**src/rtl/i2c_slave_ctl_pkg.sv**
```systemverilog
// Shared definitions for the I2C target byte engine.
//   slv_state_e   : byte-engine FSM states
//   GenCallAddr   : general-call address, never acknowledged
//   FilterLenMin/Max : legal bounds of the glitch-filter depth
//   addr_match()  : own-address compare that excludes the general call
package i2c_slave_ctl_pkg;

    typedef enum logic [2:0] {
        SlvIdle,
        SlvAddr,
        SlvAddrAck,
        SlvRx,
        SlvRxAck,
        SlvTx,
        SlvTxAck,
        SlvWaitStop
    } slv_state_e;

    localparam logic [6:0] GenCallAddr = 7'h00;

    localparam int unsigned FilterLenMin = 1;
    localparam int unsigned FilterLenMax = 15;

    function automatic logic addr_match(input logic [6:0] rx_addr, input logic [6:0] own_addr);
        return (rx_addr == own_addr) && (rx_addr != GenCallAddr);
    endfunction

endpackage

```
**src/rtl/i2c_slave_ctl_filter.sv**
```systemverilog
// Pad-input conditioner: 2-flop synchroniser followed by a stable-count glitch filter.
// The filtered value only follows the synchronised input after it has differed for
// FILTER_LEN consecutive cycles, so pad-to-edge latency is 2 + FILTER_LEN cycles.
//   clk, rst_n : system clock, async active-low reset
//   din        : raw asynchronous pad value
//   dout       : filtered level (resets high, the idle bus level)
//   rise, fall : 1-cycle pulses, coincident with the dout update
module i2c_slave_ctl_filter #(
    parameter int unsigned FILTER_LEN = 3
) (
    input  logic clk,
    input  logic rst_n,
    input  logic din,
    output logic dout,
    output logic rise,
    output logic fall
);

    // 4-bit counter covers the full legal depth range of 1..15.
    localparam logic [3:0] CntMax = 4'(FILTER_LEN - 1);

    logic       sync1_q;
    logic       sync2_q;
    logic [3:0] cnt_q;

    always_ff @(posedge clk or negedge rst_n) begin
        if (!rst_n) begin
            sync1_q <= 1'b1;
            sync2_q <= 1'b1;
            cnt_q   <= '0;
            dout    <= 1'b1;
            rise    <= 1'b0;
            fall    <= 1'b0;
        end else begin
            sync1_q <= din;
            sync2_q <= sync1_q;
            rise    <= 1'b0;
            fall    <= 1'b0;
            if (sync2_q == dout) begin
                cnt_q <= '0;
            end else if (cnt_q == CntMax) begin
                cnt_q <= '0;
                dout  <= sync2_q;
                rise  <= sync2_q;
                fall  <= ~sync2_q;
            end else begin
                cnt_q <= cnt_q + 4'd1;
            end
        end
    end

endmodule

```
**src/rtl/i2c_slave_ctl.sv**
```systemverilog
// I2C target (slave) byte engine. Detects START/STOP, matches a 7-bit address,
// delivers write bytes to a consumer, fetches read bytes from a producer and drives
// ACK/NACK. Pads are open-drain: outputs are enable-low and never drive high.
//   i_sysclk, i_reset_n      : system clock (>= 20x SCL), async active-low reset
//   i_enable                 : low forces idle and releases both lines
//   i_slave_addr             : own address, latched at START
//   i_scl, i_sda             : asynchronous pad inputs
//   o_scl_oen, o_sda_oen     : 0 pulls the line low, 1 releases it
//   o_rx_data, o_rx_valid    : received write byte and its 1-cycle strobe
//   o_tx_req                 : 1-cycle request for the next read byte
//   i_tx_data, i_tx_valid    : read byte from the producer
//   o_rw, o_busy             : latched R/W bit, addressed flag
//   o_start, o_stop, o_nack_rcvd : 1-cycle bus event pulses
// Build option: define I2C_SLV_STRETCH_EN to enable clock stretching while a read
// byte is late and after each received byte; otherwise o_scl_oen is tied high and
// a late read byte is sent as 8'hFF.
module i2c_slave_ctl
    import i2c_slave_ctl_pkg::*;
#(
    parameter int unsigned FILTER_LEN = 3
) (
    input  logic       i_sysclk,
    input  logic       i_reset_n,
    input  logic       i_enable,
    input  logic [6:0] i_slave_addr,
    input  logic       i_scl,
    input  logic       i_sda,
    output logic       o_scl_oen,
    output logic       o_sda_oen,
    output logic [7:0] o_rx_data,
    output logic       o_rx_valid,
    output logic       o_tx_req,
    input  logic [7:0] i_tx_data,
    input  logic       i_tx_valid,
    output logic       o_rw,
    output logic       o_busy,
    output logic       o_start,
    output logic       o_stop,
    output logic       o_nack_rcvd
);

    logic scl_filt, scl_rise, scl_fall;
    logic sda_filt, sda_rise, sda_fall;

    i2c_slave_ctl_filter #(.FILTER_LEN(FILTER_LEN)) u_scl_filter (
        .clk   (i_sysclk),
        .rst_n (i_reset_n),
        .din   (i_scl),
        .dout  (scl_filt),
        .rise  (scl_rise),
        .fall  (scl_fall)
    );

    i2c_slave_ctl_filter #(.FILTER_LEN(FILTER_LEN)) u_sda_filter (
        .clk   (i_sysclk),
        .rst_n (i_reset_n),
        .din   (i_sda),
        .dout  (sda_filt),
        .rise  (sda_rise),
        .fall  (sda_fall)
    );

    logic start_cond, stop_cond;
    assign start_cond = sda_fall & scl_filt;
    assign stop_cond  = sda_rise & scl_filt;

    slv_state_e state_q, state_d;
    logic [2:0] cnt_q, cnt_d;
    logic       full_q, full_d;         // 8 bits of the current byte have been clocked
    logic [7:0] shift_q, shift_d;
    logic [6:0] addr_q, addr_d;
    logic       rw_q, rw_d;
    logic       busy_q, busy_d;
    logic [7:0] rx_data_q, rx_data_d;
    logic       sda_oen_q, sda_oen_d;
    logic       load_pend_q, load_pend_d; // in TX, waiting for the load point
    logic       rx_valid_q, rx_valid_d;
    logic       tx_req_q, tx_req_d;
    logic       start_q, start_d;
    logic       stop_q, stop_d;
    logic       nack_q, nack_d;
    logic       tx_point;                // load point reached this cycle
`ifdef I2C_SLV_STRETCH_EN
    logic       scl_oen_q, scl_oen_d;
    logic       stretch_q, stretch_d;    // holding SCL low for a late read byte
`endif

    always_comb begin
        state_d     = state_q;
        cnt_d       = cnt_q;
        full_d      = full_q;
        shift_d     = shift_q;
        addr_d      = addr_q;
        rw_d        = rw_q;
        busy_d      = busy_q;
        rx_data_d   = rx_data_q;
        sda_oen_d   = sda_oen_q;
        load_pend_d = load_pend_q;
        rx_valid_d  = 1'b0;
        tx_req_d    = 1'b0;
        start_d     = 1'b0;
        stop_d      = 1'b0;
        nack_d      = 1'b0;
        tx_point    = 1'b0;
`ifdef I2C_SLV_STRETCH_EN
        scl_oen_d   = scl_oen_q;
        stretch_d   = stretch_q;
`endif

        if (!i_enable || stop_cond || start_cond) begin
            // Common release for disable, STOP and (repeated) START.
            sda_oen_d   = 1'b1;
            load_pend_d = 1'b0;
            cnt_d       = '0;
            full_d      = 1'b0;
`ifdef I2C_SLV_STRETCH_EN
            scl_oen_d   = 1'b1;
            stretch_d   = 1'b0;
`endif
            if (!i_enable) begin
                state_d = SlvIdle;
                busy_d  = 1'b0;
            end else if (stop_cond) begin
                // STOP wins over a coincident START.
                state_d = SlvIdle;
                busy_d  = 1'b0;
                stop_d  = 1'b1;
            end else begin
                // busy is kept until the re-address result.
                state_d = SlvAddr;
                start_d = 1'b1;
                addr_d  = i_slave_addr;
            end
        end else begin
            unique case (state_q)
                SlvIdle, SlvWaitStop: begin
                end
                SlvAddr, SlvRx: begin
                    if (scl_rise) begin
                        shift_d = {shift_q[6:0], sda_filt};
                        cnt_d   = cnt_q + 3'd1;
                        if (cnt_q == 3'd7) full_d = 1'b1;
                    end
                    if (scl_fall && full_q) begin
                        full_d = 1'b0;
                        cnt_d  = '0;
                        if (state_q == SlvRx) begin
                            rx_data_d  = shift_q;
                            rx_valid_d = 1'b1;
                            sda_oen_d  = 1'b0;
                            state_d    = SlvRxAck;
`ifdef I2C_SLV_STRETCH_EN
                            scl_oen_d  = 1'b0;
`endif
                        end else if (addr_match(shift_q[7:1], addr_q)) begin
                            state_d   = SlvAddrAck;
                            busy_d    = 1'b1;
                            rw_d      = shift_q[0];
                            tx_req_d  = shift_q[0];
                            sda_oen_d = 1'b0;
                        end else begin
                            state_d = SlvWaitStop;
                            busy_d  = 1'b0;
                        end
                    end
                end
                SlvAddrAck: begin
                    if (scl_fall) begin
                        sda_oen_d = 1'b1;
                        cnt_d     = '0;
                        if (rw_q) tx_point = 1'b1;
                        else      state_d  = SlvRx;
                    end
                end
                SlvRxAck: begin
`ifdef I2C_SLV_STRETCH_EN
                    // rx_valid is already out; let SCL go.
                    if (!scl_oen_q) scl_oen_d = 1'b1;
`endif
                    if (scl_fall) begin
                        sda_oen_d = 1'b1;
                        cnt_d     = '0;
                        state_d   = SlvRx;
                    end
                end
                SlvTx: begin
                    if (load_pend_q) begin
                        tx_point = scl_fall;
`ifdef I2C_SLV_STRETCH_EN
                        if (stretch_q) tx_point = 1'b1;
`endif
                    end else begin
`ifdef I2C_SLV_STRETCH_EN
                        // Release SCL one cycle after a stretched load.
                        if (!scl_oen_q) scl_oen_d = 1'b1;
`endif
                        if (scl_rise) begin
                            cnt_d = cnt_q + 3'd1;
                            if (cnt_q == 3'd7) full_d = 1'b1;
                        end
                        if (scl_fall) begin
                            if (full_q) begin
                                full_d    = 1'b0;
                                sda_oen_d = 1'b1;
                                state_d   = SlvTxAck;
                            end else begin
                                shift_d   = {shift_q[6:0], 1'b0};
                                sda_oen_d = shift_q[6];
                            end
                        end
                    end
                end
                SlvTxAck: begin
                    if (scl_rise) begin
                        if (!sda_filt) begin
                            tx_req_d    = 1'b1;
                            load_pend_d = 1'b1;
                            state_d     = SlvTx;
                        end else begin
                            nack_d  = 1'b1;
                            state_d = SlvWaitStop;
                        end
                    end
                end
                default: state_d = SlvIdle;
            endcase

            if (tx_point) begin
                state_d = SlvTx;
                cnt_d   = '0;
                full_d  = 1'b0;
`ifdef I2C_SLV_STRETCH_EN
                if (i_tx_valid) begin
                    shift_d     = i_tx_data;
                    sda_oen_d   = i_tx_data[7];
                    load_pend_d = 1'b0;
                    stretch_d   = 1'b0;
                end else begin
                    sda_oen_d   = 1'b1;
                    load_pend_d = 1'b1;
                    stretch_d   = 1'b1;
                    scl_oen_d   = 1'b0;
                end
`else
                shift_d     = i_tx_valid ? i_tx_data : 8'hFF;
                sda_oen_d   = i_tx_valid ? i_tx_data[7] : 1'b1;
                load_pend_d = 1'b0;
`endif
            end
        end
    end

    always_ff @(posedge i_sysclk or negedge i_reset_n) begin
        if (!i_reset_n) begin
            state_q     <= SlvIdle;
            cnt_q       <= '0;
            full_q      <= 1'b0;
            shift_q     <= '0;
            addr_q      <= '0;
            rw_q        <= 1'b0;
            busy_q      <= 1'b0;
            rx_data_q   <= '0;
            sda_oen_q   <= 1'b1;
            load_pend_q <= 1'b0;
            rx_valid_q  <= 1'b0;
            tx_req_q    <= 1'b0;
            start_q     <= 1'b0;
            stop_q      <= 1'b0;
            nack_q      <= 1'b0;
        end else begin
            state_q     <= state_d;
            cnt_q       <= cnt_d;
            full_q      <= full_d;
            shift_q     <= shift_d;
            addr_q      <= addr_d;
            rw_q        <= rw_d;
            busy_q      <= busy_d;
            rx_data_q   <= rx_data_d;
            sda_oen_q   <= sda_oen_d;
            load_pend_q <= load_pend_d;
            rx_valid_q  <= rx_valid_d;
            tx_req_q    <= tx_req_d;
            start_q     <= start_d;
            stop_q      <= stop_d;
            nack_q      <= nack_d;
        end
    end

`ifdef I2C_SLV_STRETCH_EN
    always_ff @(posedge i_sysclk or negedge i_reset_n) begin
        if (!i_reset_n) begin
            scl_oen_q <= 1'b1;
            stretch_q <= 1'b0;
        end else begin
            scl_oen_q <= scl_oen_d;
            stretch_q <= stretch_d;
        end
    end
    assign o_scl_oen = scl_oen_q;
`else
    assign o_scl_oen = 1'b1;
`endif

    assign o_sda_oen   = sda_oen_q;
    assign o_rx_data   = rx_data_q;
    assign o_rx_valid  = rx_valid_q;
    assign o_tx_req    = tx_req_q;
    assign o_rw        = rw_q;
    assign o_busy      = busy_q;
    assign o_start     = start_q;
    assign o_stop      = stop_q;
    assign o_nack_rcvd = nack_q;

endmodule
```
**config.mk**
```make
export PLATFORM = sky130hd
export DESIGN_NAME = i2c_slave_ctl
export DESIGN_NICKNAME = d
export VERILOG_FILES = /design/src/rtl/i2c_slave_ctl_pkg.sv /design/src/rtl/i2c_slave_ctl_filter.sv /design/src/rtl/i2c_slave_ctl.sv
export SDC_FILE = /design/constraint.sdc
export NUM_CORES = 1
export LEC_CHECK = 0
export BUFFER_PORTS_ARGS = -buffer_cell sky130_fd_sc_hd__clkbuf_2
export CAP_MARGIN = 0
export CORE_AREA = 3 3 76 78
export DETAILED_ROUTE_END_ITERATION = 7
export DIE_AREA = 0 0 79 81
export PLACE_DENSITY = 0.79
export SLEW_MARGIN = 10
export SYNTH_ARGS = -nofsm -noshare
export SYNTH_HDL_FRONTEND = slang
export SYNTH_SLANG_ARGS = --single-unit
```
**constraint.sdc**
```tcl
create_clock -name i_sysclk -period 2.6 [get_ports i_sysclk]
set_clock_uncertainty 0.2 [all_clocks]
set_input_delay 0.13 -clock i_sysclk [delete_from_list [all_inputs] [get_ports i_sysclk]]
set_output_delay 0.13 -clock i_sysclk [all_outputs]
set_load 0.02 [all_outputs]
```
==> results of run 1 <==
==> path summary, 6_finish.rpt <==
| path | startpoint | end | slack (ns) | depth (start not counted) |
|---|---|---|---|---|
| worst min register to register | u_sda_filter.sync1_q | u_sda_filter.sync2_q | 0.16 | 0 |
| max in group asynchronous | i_reset_n | o_nack_rcvd | 1.48 | 3 |
| worst min-delay path | i_tx_data[0] | shift_q[0] | 0.02 | 4 |
| worst max-delay path | state_q[1] | state_q[0] | 0.26 | 6 |
| worst max register to register | state_q[1] | state_q[0] | 0.26 | 6 |
| min in group asynchronous | i_reset_n | o_rx_data[6] | 0.26 | 3 |
==> logic make-up after synthesis <==
kind of cell               after synthesis  share of synthesized area, %
AOI/OAI and AO/OA                       50                          12.3
xor gates and xnor gates                14                          4.36
adders and majority gates                2                         0.890
buffers and inverters                   27                          4.05
DFF                                     57                          51.1
muxes                                   24                          9.48
other                                    1                         0.133
and+or+nand+nor                         99                          17.7
==> per-stage QoR <==
stage / setup slack (ns) / area, µm² / power [mW]
3_5_place_dp: 0.300 / 3070 / 2.42
4_1_cts: 0.274 / 3350 / 3.15
3_3_place_gp: 0.355 / 3070 / 2.38
2_1_floorplan: 0.569 / 2810 / 2.14
5_1_grt: 0.0997 / 3350 / 3.36
6_report: 0.261 / 3350 / 3.15
==> report_power, final <==
| part | switching [mW] | internal, mW | total [mW] |
|---|---|---|---|
| registers | 0.294 | 1.11 | 1.40 |
| clock network | 0.330 | 0.369 | 0.699 |
| logic | 0.540 | 0.507 | 1.05 |
==> cells in the final DEF, fill, tap and decap left out, drive strengths merged, types with 4 or more instances in the layout <==
cell         instances
nor3                 6
o21ai               12
nor3b                5
a21boi               4
nor2                25
clkbuf              49
nor2b                5
a31oi                9
dfrtp               50
dlygate4sd3         12
xor2                12
dfstp                7
a211oi               5
inv                 14
nand2               32
a21oi                6
buf                  6
nand2b               8
mux2                21
nand3                6
==> sequential cells by signal (all words and copies together), names as in the netlist, 3 cells and up <==
name / flops
state_q: 3
u_scl_filter.cnt_q: 4
u_sda_filter.cnt_q: 4
o_rx_data: 8
shift_q: 8
addr_q: 7
cnt_q: 3
==> critical path, stage by stage (launching register included) <==
cell and delay (ns):
dfrtp_1 0.61, nand4b_4 0.23, a21boi_2 0.07, buf_4 0.21
o31a_1 0.34, nor2_1 0.19, mux2_2 0.37
==> Yosys cell counts (all sizes together) (6+ instances only) <==
cell / n
mux2: 21
nand2b: 8
nand2: 32
o21ai: 12
dfrtp: 50
buf: 8
a31oi: 9
a21oi: 6
nand3: 6
dfstp: 7
nor3: 6
xor2: 12
nor2: 25
inv: 14
==> metal layers <==
metal	routed length [µm]	global-route usage, %	share of wire [%]	up-vias
met5	0	0	0	-
met4	100	8.25	1.7	0
met3	410	6.98	7.0	16
met2	2790	30.9	48	77
met1	2570	26.3	44	1055
li1	-	-	-	1053
==> final cells by class <==
cell class	instances	area share, %
clock inverters	3	0.523
clock buffers	13	4.44
well taps	70	2.61
multi-input cells	190	37.6
repair buffers	54	10.3
flip-flops and latches	57	42.8
inverters	15	1.68
==> impl_metrics.ini, run 1 <==
[clock_tree]
numCtsBuffers = 9
cts.sinks = 57
clock-root-buffer = clkbuf_8
clkSlewWorstSetupHoldPaths_ns = 0.06
cts_hold_buf = 12
clk_path_buf_depth = 2
cts_tree = yes
cts-htree-levels = 3
clk_latency_ns = 0.34
cts_setup_buffers = 0
ctsResizeCount = 0

[sta]
tightestPinTransition_ns = 0.681
setup_violations = 0
setup_tns_ns = 0
min_period_ns = 2.34
fmax_mhz = 428
maxSlewHeadroom_pct = 54.6
finalMaxSlewViolations = 0
whs_ns = 0.0212
min_period_over_period_pct = 90.0
rsz0062_at_grt = no
hold_viol = 0

[synthesis]
syn_nets = 297
ys_types = 51
async_reset_ff_share_pct = 100
seq_area_frac_synth_pct = 51.1
synth_top_area_share_pct = 44.5
synth-edff-count = 0
syn_area_um2 = 2810
syn_avg_cell_area_um2 = 10.3
ys_seq_elements = 57
yosys_warnings = 0
ys.flop_type = dfrtp_1
syn_inst = 274
synthTopCellsByArea = dfrtp_1, mux2_2, dfstp_2
synth_top_area_cell = dfrtp_1

[route]
routed_wl_um = 5870
via_count = 2201
first_iter_violations = 152
vias_per_cell = 5.48
drcViolationCount = 0
ant_nets = 0
dr.pass1.iters = 4
routedWlPerCell_um = 14.6

[final_layout]
multi_input_area_um2 = 1260
drive_above_1_share_pct = 25.9
area_delta_synth_final_pct = 19.3
fillers = 416
fin_cells = 402
regArea_um2 = 1440
fin_nets = 350
n_antenna_cell = 0
final_core_util_pct = 65.2

[floorplan]
rows = 26
core_area_um2 = 5140
start_util_pct = 54.7
die_w_um = 79
die_area_um2 = 6400
dieHeight_um = 81
pin_count = 38

[critical_path]
cp_data_required_time_ns = 2.62
endpoint_kind = flip-flop
path_max_fanout = 24
critPathKind = flip-flop to flip-flop
cp.arrival_ns = 2.36
crit_path_start_kind = flip-flop

[global_routing]
antenna_found_initial = 0
grt-ovfl-total = 0
first_global_vias = 2016
grt_pass1_wl_um = 9670
grt_max_degree = 58
grt_usage_pct = 20.1

[place]
place_congestion = 0.887
io_buffer_count = 36
place_inst = 374
post-dp-hpwl_um = 3920

[power]
powerDensity_nw_per_um2 = 938
p_leak_nw = 1.65
vdd_ir_drop_max_mv = 0.531

[min_path]
hold_class = primary input to flip-flop

[outcome]
outcome = finished, final reports clean

[run]
drv_cap = 0
Note: power is estimated with default switching activity, not from simulation.
==> run 2, diff against run 1 <==
- SETUP_SLACK_MARGIN: not set -> 0.5
==> run 2 against run 1 <==
Net effect: clock power barely moved; non-clock buffer count rose by 6; cell count rose by 1.5%; wire length rose by 3.0%; critical endpoint is now cnt_q[1].
==> impl_metrics.ini, run 2 (synthesis results as in run 1) <==
[critical_path]
crit_start = state_q[1]
critPathKind = flip-flop to flip-flop
r2r_slack_ns = 0.49
path_max_fanout = 7
crit_path_start_kind = flip-flop
r2r_start = state_q[1]
worstRegToRegCells = 6
r2r_end = cnt_q[1]
endpoint_kind = flip-flop
cp_data_required_time_ns = 2.65
cp.arrival_ns = 2.16

[floorplan]
die_area_um2 = 6400
dieHeight_um = 81
rows = 26
core_area_um2 = 5140
start_util_pct = 54.7
die_w_um = 79
pin_count = 38

[route]
dr.pass1.iters = 4
routed_wl_um = 6040
ant_nets = 0
vias_per_cell = 5.45
via_count = 2223
drcViolationCount = 0
routedWlPerCell_um = 14.8
first_iter_violations = 219

[place]
post-dp-hpwl_um = 3920
place_inst = 374
io_buffer_count = 36
place_area_um2 = 3070
place_congestion = 0.887

[run]
drv_cap = 0

[clock_tree]
clkSlewWorstSetupHoldPaths_ns = 0.06
clk_path_buf_depth = 2
clock-root-buffer = clkbuf_8
numCtsBuffers = 9
cts-htree-levels = 3
cts.sinks = 57
cts_tree = yes
clk_latency_ns = 0.34

[power]
p_leak_nw = 1.68
vdd_ir_drop_max_mv = 0.496
powerDensity_nw_per_um2 = 955

[global_routing]
grt_pass1_wl_um = 9670
antenna_found_initial = 0
first_global_vias = 2020
grt_usage_pct = 20.2
grt-ovfl-total = 0
grt_max_degree = 58

[final_layout]
layout_commonest_cell = dfrtp_1
fillers = 398
drive_above_1_share_pct = 31.4
fin_cells = 408
fin_nets = 356
final_core_util_pct = 67.2
area_delta_synth_final_pct = 23.0
postLayoutCellArea_um2 = 3460
n_antenna_cell = 0
final_cell_mix = dfrtp_1, clkbuf_2, nand2_1, nor2_1, mux2_2

[min_path]
hp-start = i_tx_data[0]
hold_end = shift_q[0]
hold_class = primary input to flip-flop
holdPathStages = 4

[outcome]
outcome = finished, final reports clean

[sta]
hold_viol = 0
setup_tns_ns = 0
min_period_over_period_pct = 81.2
min_period_ns = 2.11
fmax_mhz = 474
rsz0062_at_grt = yes
finalMaxSlewViolations = 0
maxSlewHeadroom_pct = 54.3
tightestPinTransition_ns = 0.686
setup_violations = 0
-- run 2: critical path, cell delays in order, from the launching register on --
cell	delay [ns]
dfrtp_2	0.45
buf_4	0.15
buf_4	0.14
nand2b_1	0.18
a2111oi_2	0.51
nand3_1	0.20
o22ai_1	0.19
-- run 2: report_power, final --
| part | switching, mW | leakage [nW] | internal (mW) |
|---|---|---|---|
| Combinational | 0.610 | 0.850 | 0.602 |
| Sequential | 0.274 | 0.748 | 1.11 |
| Clock | 0.333 | 0.0834 | 0.369 |
| Total | 1.22 | 1.68 | 2.08 |
-- run 2: metrics by stage --
stage                     setup slack (ns)  power (mW)  hold WS [ns]
final                                0.489        3.30        0.0211
after global routing                 0.428        3.51        0.0234
after CTS                            0.462        3.21       0.00557
after detailed placement             0.300        2.42        0.0197
after global placement               0.355        2.38        0.0186
after floorplan                      0.569        2.14        -0.366
-- run 2: final cells by class --
type	instances	area (µm²)	area share [%]
sequential	57	1440	41.7
multi-input combinational	190	1300	37.5
timing repair buffer	60	407	11.8
clock buffer	13	149	4.31
tap	70	87.6	2.53
inverter	15	56.3	1.63
clock inverter	3	17.5	0.507
-- run 2: how the worst max path moves through the flow --
stage	to	slack, ns
detailed placement	state_q[0]	0.30
finish	cnt_q[1]	0.49
global route	cnt_q[1]	0.43
CTS	state_q[0]	0.46
global placement	state_q[0]	0.35
floorplan	shift_q[0]	0.57
-- run 2: timing repair --
item | 4_1_cts | 5_1_grt
buffers inserted | 4 | 2
pin swaps | 0 | 2
hold buffers | 12 | 0
endpoints found under the hold margin | 61 | 0
resized for setup | 4 | 14
setup endpoints to repair | 23 | 21
-- run 2: layer usage --
metal  vias up  GRT usage, %  wire, µm
met5         -             0         0
met4         0          7.73        95
met3        13          6.65       308
met2        59          31.3      2950
met1      1089          26.5      2690
li1       1062             -         -
